==> src/rtl/fp_power_accel.sv <==
// fp_power_accel: memory-mapped FP32 buffer that raises a wrapping window of words to the power 1..4 in place
// Ports: clk, rst_n (sync, active-low); host wen/addr/din writes and registered dout reads while idle;
// start launches a run over len words from base with exponent mode+1; bsy is high during a run, done pulses at its end.
// ACCEL_ABORT_EN adds input abort, which ends a run early (a coinciding write is dropped) and pulses done.
module fp_power_accel #(
  parameter int DEPTH = 32,
  parameter int MUL_LAT = 1,
  localparam int AW = $clog2(DEPTH)
) (
  input  logic          clk,
  input  logic          rst_n,
`ifdef ACCEL_ABORT_EN
  input  logic          abort,
`endif
  input  logic          wen,
  input  logic          start,
  input  logic [31:0]   addr,
  input  logic [31:0]   din,
  input  logic [1:0]    mode,
  input  logic [AW-1:0] base,
  input  logic [AW:0]   len,
  output logic [31:0]   dout,
  output logic          bsy,
  output logic          done
);
  localparam int CW = MUL_LAT > 1 ? $clog2(MUL_LAT) : 1;
  typedef enum logic [1:0] {IDLE, READ, MUL, WRITE} state_t;
  state_t state_q, state_d;
  logic [1:0] mode_q, mode_d, k_q, k_d;
  logic [AW-1:0] base_q, base_d, hidx, idx, wa;
  logic [AW:0] len_q, len_d, i_q, i_d;
  logic [31:0] x_q, x_d, acc_q, acc_d, dout_q, dout_d, wd, prod;
  logic [CW-1:0] c_q, c_d;
  logic done_q, done_d, we, last_c, abort_hit, unused;
  logic [31:0] mem [DEPTH];
  // Round-to-nearest-even FP32 multiply; subnormal operands and results flush to signed zero.
  function automatic logic [31:0] fmul(input logic [31:0] a, input logic [31:0] b);
    logic s, an, bn, ai, bi, az, bz, g, st;
    logic [9:0] e;
    logic [47:0] p;
    logic [22:0] m;
    logic [23:0] r;
    s = a[31] ^ b[31];
    an = &a[30:23] & |a[22:0];
    bn = &b[30:23] & |b[22:0];
    ai = &a[30:23] & ~|a[22:0];
    bi = &b[30:23] & ~|b[22:0];
    az = ~|a[30:23];
    bz = ~|b[30:23];
    p = {1'b1, a[22:0]} * {1'b1, b[22:0]};
    e = {2'b0, a[30:23]} + {2'b0, b[30:23]} - 10'd127 + {9'b0, p[47]};
    m = p[47] ? p[46:24] : p[45:23];
    g = p[47] ? p[23] : p[22];
    st = p[47] ? |p[22:0] : |p[21:0];
    r = {1'b0, m} + {23'b0, g & (st | m[0])};
    e = e + {9'b0, r[23]};
    return (an | bn | (ai & bz) | (bi & az)) ? 32'h7FC0_0000 :
           (ai | bi) ? {s, 8'hFF, 23'b0} :
           (az | bz) ? {s, 31'b0} :
           ($signed(e) > 10'sd254) ? {s, 8'hFF, 23'b0} :
           ($signed(e) < 10'sd1) ? {s, 31'b0} : {s, e[7:0], r[22:0]};
  endfunction
  assign hidx = addr[AW+1:2];
  assign idx = base_q + i_q[AW-1:0];
  assign last_c = c_q == CW'(MUL_LAT - 1);
  assign prod = fmul(acc_q, x_q);
  assign unused = ^{addr[31:AW+2], addr[1:0]};
`ifdef ACCEL_ABORT_EN
  assign abort_hit = abort && state_q != IDLE;
`else
  assign abort_hit = 1'b0;
`endif
  always_comb begin
    state_d = state_q;
    mode_d = mode_q;
    base_d = base_q;
    len_d = len_q;
    i_d = i_q;
    x_d = x_q;
    acc_d = acc_q;
    c_d = c_q;
    k_d = k_q;
    dout_d = dout_q;
    done_d = 1'b0;
    we = 1'b0;
    wa = hidx;
    wd = din;
    case (state_q)
      IDLE: begin
        we = wen;
        dout_d = mem[hidx];
        if (start) begin
          mode_d = mode;
          base_d = base;
          len_d = len;
          i_d = '0;
          done_d = len == '0;
          state_d = len == '0 ? IDLE : READ;
        end
      end
      READ: begin
        x_d = mem[idx];
        acc_d = mem[idx];
        dout_d = mem[idx];
        c_d = '0;
        k_d = '0;
        state_d = mode_q == 2'd0 ? WRITE : MUL;
      end
      MUL: begin
        // acc is held for MUL_LAT cycles per multiply, then takes the product
        c_d = last_c ? '0 : c_q + 1'b1;
        acc_d = last_c ? prod : acc_q;
        k_d = last_c ? k_q + 2'd1 : k_q;
        state_d = (last_c && k_d == mode_q) ? WRITE : MUL;
      end
      default: begin
        we = 1'b1;
        wa = idx;
        wd = acc_q;
        i_d = i_q + 1'b1;
        done_d = i_d == len_q;
        state_d = i_d == len_q ? IDLE : READ;
      end
    endcase
    if (abort_hit) begin
      state_d = IDLE;
      we = 1'b0;
      done_d = 1'b1;
    end
  end
  always_ff @(posedge clk)
    if (rst_n && we) mem[wa] <= wd;
  always_ff @(posedge clk)
    if (!rst_n) begin
      state_q <= IDLE;
      mode_q <= '0;
      base_q <= '0;
      len_q <= '0;
      i_q <= '0;
      x_q <= '0;
      acc_q <= '0;
      c_q <= '0;
      k_q <= '0;
      dout_q <= '0;
      done_q <= 1'b0;
    end else begin
      state_q <= state_d;
      mode_q <= mode_d;
      base_q <= base_d;
      len_q <= len_d;
      i_q <= i_d;
      x_q <= x_d;
      acc_q <= acc_d;
      c_q <= c_d;
      k_q <= k_d;
      dout_q <= dout_d;
      done_q <= done_d;
    end
  assign dout = dout_q;
  assign bsy = state_q != IDLE;
  assign done = done_q;
endmodule

==> config.mk <==
export PLATFORM = sky130hd
export DESIGN_NAME = fp_power_accel
export DESIGN_NICKNAME = d
export VERILOG_FILES = /design/src/rtl/fp_power_accel.sv
export SDC_FILE = /design/constraint.sdc
export NUM_CORES = 2
export LEC_CHECK = 0
export BUFFER_PORTS_ARGS = -buffer_cell sky130_fd_sc_hd__buf_2
export CORE_MARGIN = 1.5
export CORE_UTILIZATION = 55
export CTS_BUF_LIST = sky130_fd_sc_hd__clkbuf_4
export DETAILED_ROUTE_END_ITERATION = 6
export MAX_ROUTING_LAYER = met4
export PLACE_DENSITY_LB_ADDON = 0.3
export REMOVE_ABC_BUFFERS = 1
export SYNTH_ARGS = -nofsm -noshare
export SYNTH_HDL_FRONTEND = slang
export SYNTH_SLANG_ARGS = --single-unit
==> constraint.sdc <==
create_clock -name clk -period 31.3 [get_ports clk]
set_input_delay 6.26 -clock clk [delete_from_list [all_inputs] [get_ports clk]]
set_output_delay 6.26 -clock clk [all_outputs]
set_load 0.02 [all_outputs]
==> impl_metrics.yaml <==
global_routing:
  grt_pass1_wl_um: 310000
  grt_max_degree: 124
  globalRouteOverflowTotal: 0
  antenna_found_initial: 6
  track_usage_pct: 32.1
  first_global_vias: 49400
power:
  p_total_uw: 7770
  ir_worst_vdd_mv: 0.119
  combPwrFrac_pct: 59.5
  p_switching_uw: 3580
  p_leak_uw: 0.0296
  seq_power_share_pct: 24.4
  switching_share_pct: 46.0
  power_frac_clock_pct: 16.0
  p_int_uw: 4190
  p_per_area_mw_per_mm2: 97.5
synth:
  seq_area_frac_synth_pct: 45.1
  netlist.top_cell.by_area: "edfxtp_1"
  synth.most_common_cell: "edfxtp_1"
  yosysUniqueCellTypes: 89
  synth.avg_cell_area_sq_um: 14.3
  yosys_warnings: 0
  ys_seq_elements: 1144
  muxShareOfSynthArea_pct: 21.3
  synthSimpleGateAreaFrac_pct: 7.46
  synth_ff_type: "edfxtp_1"
  syn_area_sq_mm: 0.0735
  synth_top_family_by_area: "multiplexers"
  synth_area_leaders: "edfxtp_1 (42%), mux4_2 (20%), fa_1 (13%)"
  netlist_instances: 5147
  async_flop_share_pct: 0
  synth_edf_count: 1024
  synth_fa_ha_area_share_pct: 16.6
  synth_compound_area_share_pct: 3.79
  synth_xor_area_share_pct: 0.928
  synth.top_cell.area_share_pct: 41.9
  synthTopCellsByCount: "edfxtp_1 (1024), mux4_2 (640), inv_1 (618)"
worst_setup_path:
  critPathMaxFanout: 37
  r2r_slack_ps: 17670
  required_ps: 32360
  cpMostUsedCell: "fa_1"
  path_buf_inv: 7
  cp.arrival_ps: 14690
  crit_slowest_cell: "dfxtp_1"
  worstSetupEndpointType: "flop"
  cpPeakStageDelay_ps: 1180
  cpLargestDelayFamily: "adder cells"
  critPathLaunchType: "flop"
  path_class: "flop to flop"
floorplan:
  start_util_pct: 55.7
  die_y_um: 368
  fp-row-count: 133
  die-area_sq_mm: 0.136
  die_w_um: 368
  core_area_sq_mm: 0.132
  io_pins: 115
worst_hold_path:
  hold_path_class: "flop to flop"
timing:
  rsz0062_at_grt: "no"
  tns_ps: 0
  setup_ws_ps: 17670
  finalSetupViolCount: 0
  worstMarginPinSlew_ps: 1290
  relSlewSlack_pct: 13.6
  fin_crit_sh_pct: 43.5
  finClkSkew_ps: 114
  fmax_ghz: 0.0734
  min_period_ps: 13630
  finalHoldViolations: 0
  final_max_slew_viol_count: 0
clock_network:
  htreeDepth: 5
  post_cts_buffers: 0
  root_buffer: "clkbuf_4"
  clkTransAtPathRegs_ps: 70
  cts_tree: "yes"
  cts_buffer_depth: 4
  cts.sinks: 1144
  cts_hold_buffers: 0
  cts_resized: 0
  clk-insertion-delay-late_ps: 1220
  numCtsBuffers: 296
drt:
  vias_per_cell: 6.42
  drt_iter0_drc: 5917
  vias: 46800
  wl_um: 206000
  drc: 0
  routedWlPerCell_um: 28.2
  ant_nets: 0
  dr.pass1.iters: 5
layout:
  ff_latch_area_sq_mm: 0.0332
  final_cell_count_no_fill: 7297
  n_fill_cell: 10100
  fin_nets: 6090
  drive_gt1_share_pct: 25.4
  final_area_sq_mm: 0.0797
  multi_input_area_sq_mm: 0.0371
  area.growth.synth_to_final_pct: 8.49
outcome:
  status: "complete, no violations"
placement:
  dp_hpwl_um: 130000
  routabilityCongestion: 0.952
  postPlaceCellArea_sq_mm: 0.0761
  dp_cells: 6784
  dp_slack_ps: 18140
  io_buffers: 87
run:
  drv_cap: 0
==> cell families after synthesis <==
| family | count (synthesis) |
|---|---|
| multiplexers | 756 |
| buffers and inverters | 943 |
| adder cells (fa/ha/maj) | 682 |
| AO/OA/AOI/OAI | 419 |
| XOR/XNOR | 77 |
| flip-flops | 1144 |
| AND/OR/NAND/NOR | 1126 |
==> layer usage <==
metal	GRT usage, %	share of wire (%)
met5	-	0
met4	15.4	5.2
met2	50.5	49
met3	5.96	9.7
met1	40.6	36
==> area by class of cell <==
type                    count  area share (%)
diodes                      6          0.0188
clock buffers             436            4.11
clock inverters            71           0.375
inverters                 622            2.94
multi-input cells        3060            46.5
flip-flops and latches   1144            41.6
well taps                1755            2.76
repair buffers            203            1.70
==> sequential cells by signal, indices dropped and copies added (netlist names), 5 cells and up <==
signal / flops
mem: 1024
acc_q: 32
base_q: 5
len_q: 6
i_q: 6
dout: 32
x_q: 32
==> worst paths after layout <==
kind            from  endpoint  cells past startpoint
max           x_q[5]  acc_q[9]                     41
min          x_q[11]   x_q[11]                      2
max reg2reg   x_q[5]  acc_q[9]                     41
min reg2reg  x_q[11]   x_q[11]                      2
==> layout by cell type, fill, tap and decap left out, types with 28 or more instances in the layout <==
cell,synthesis,routed
edfxtp_1,1024,1024
mux4_2,640,640
inv_1,618,616
fa_1,485,484
nand2_1,442,442
clkbuf_4,0,436
and2_1,281,281
ha_1,197,192
nor2_1,207,175
dfxtp_1,120,120
buf_4,2,117
o21ai_0,108,106
a21oi_1,92,92
buf_2,7,82
mux2i_1,71,71
clkinv_1,3,61
xnor2_1,49,46
mux2_2,45,45
nor2_4,0,32
a21boi_0,30,30
nand4_1,28,28
==> stage by stage <==
stage | hold slack, ps | util (%)
3_5_place_dp | 460 | 57.7
2_1_floorplan | 448 | -
3_3_place_gp | 447 | 57.7
6_report | 473 | 60.4
5_1_grt | 489 | 60.4
4_1_cts | 474 | 60.4
==> worst min-delay path: stages (launching register included) <==
cell,delay (ps)
dfxtp_1,310
nor2_1,80
nor2_1,40
==> power groups by stage <==
stage / clock (uW) / sequential [uW] / combinational [uW]
global placement: 0 / 1920 / 4480
global route: 1340 / 1900 / 5050
floorplan: 0 / 1970 / 3440
CTS: 1260 / 1900 / 4580
finish: 1250 / 1900 / 4620
detailed placement: 0 / 1930 / 4540
(Power assumes the default switching activity.)
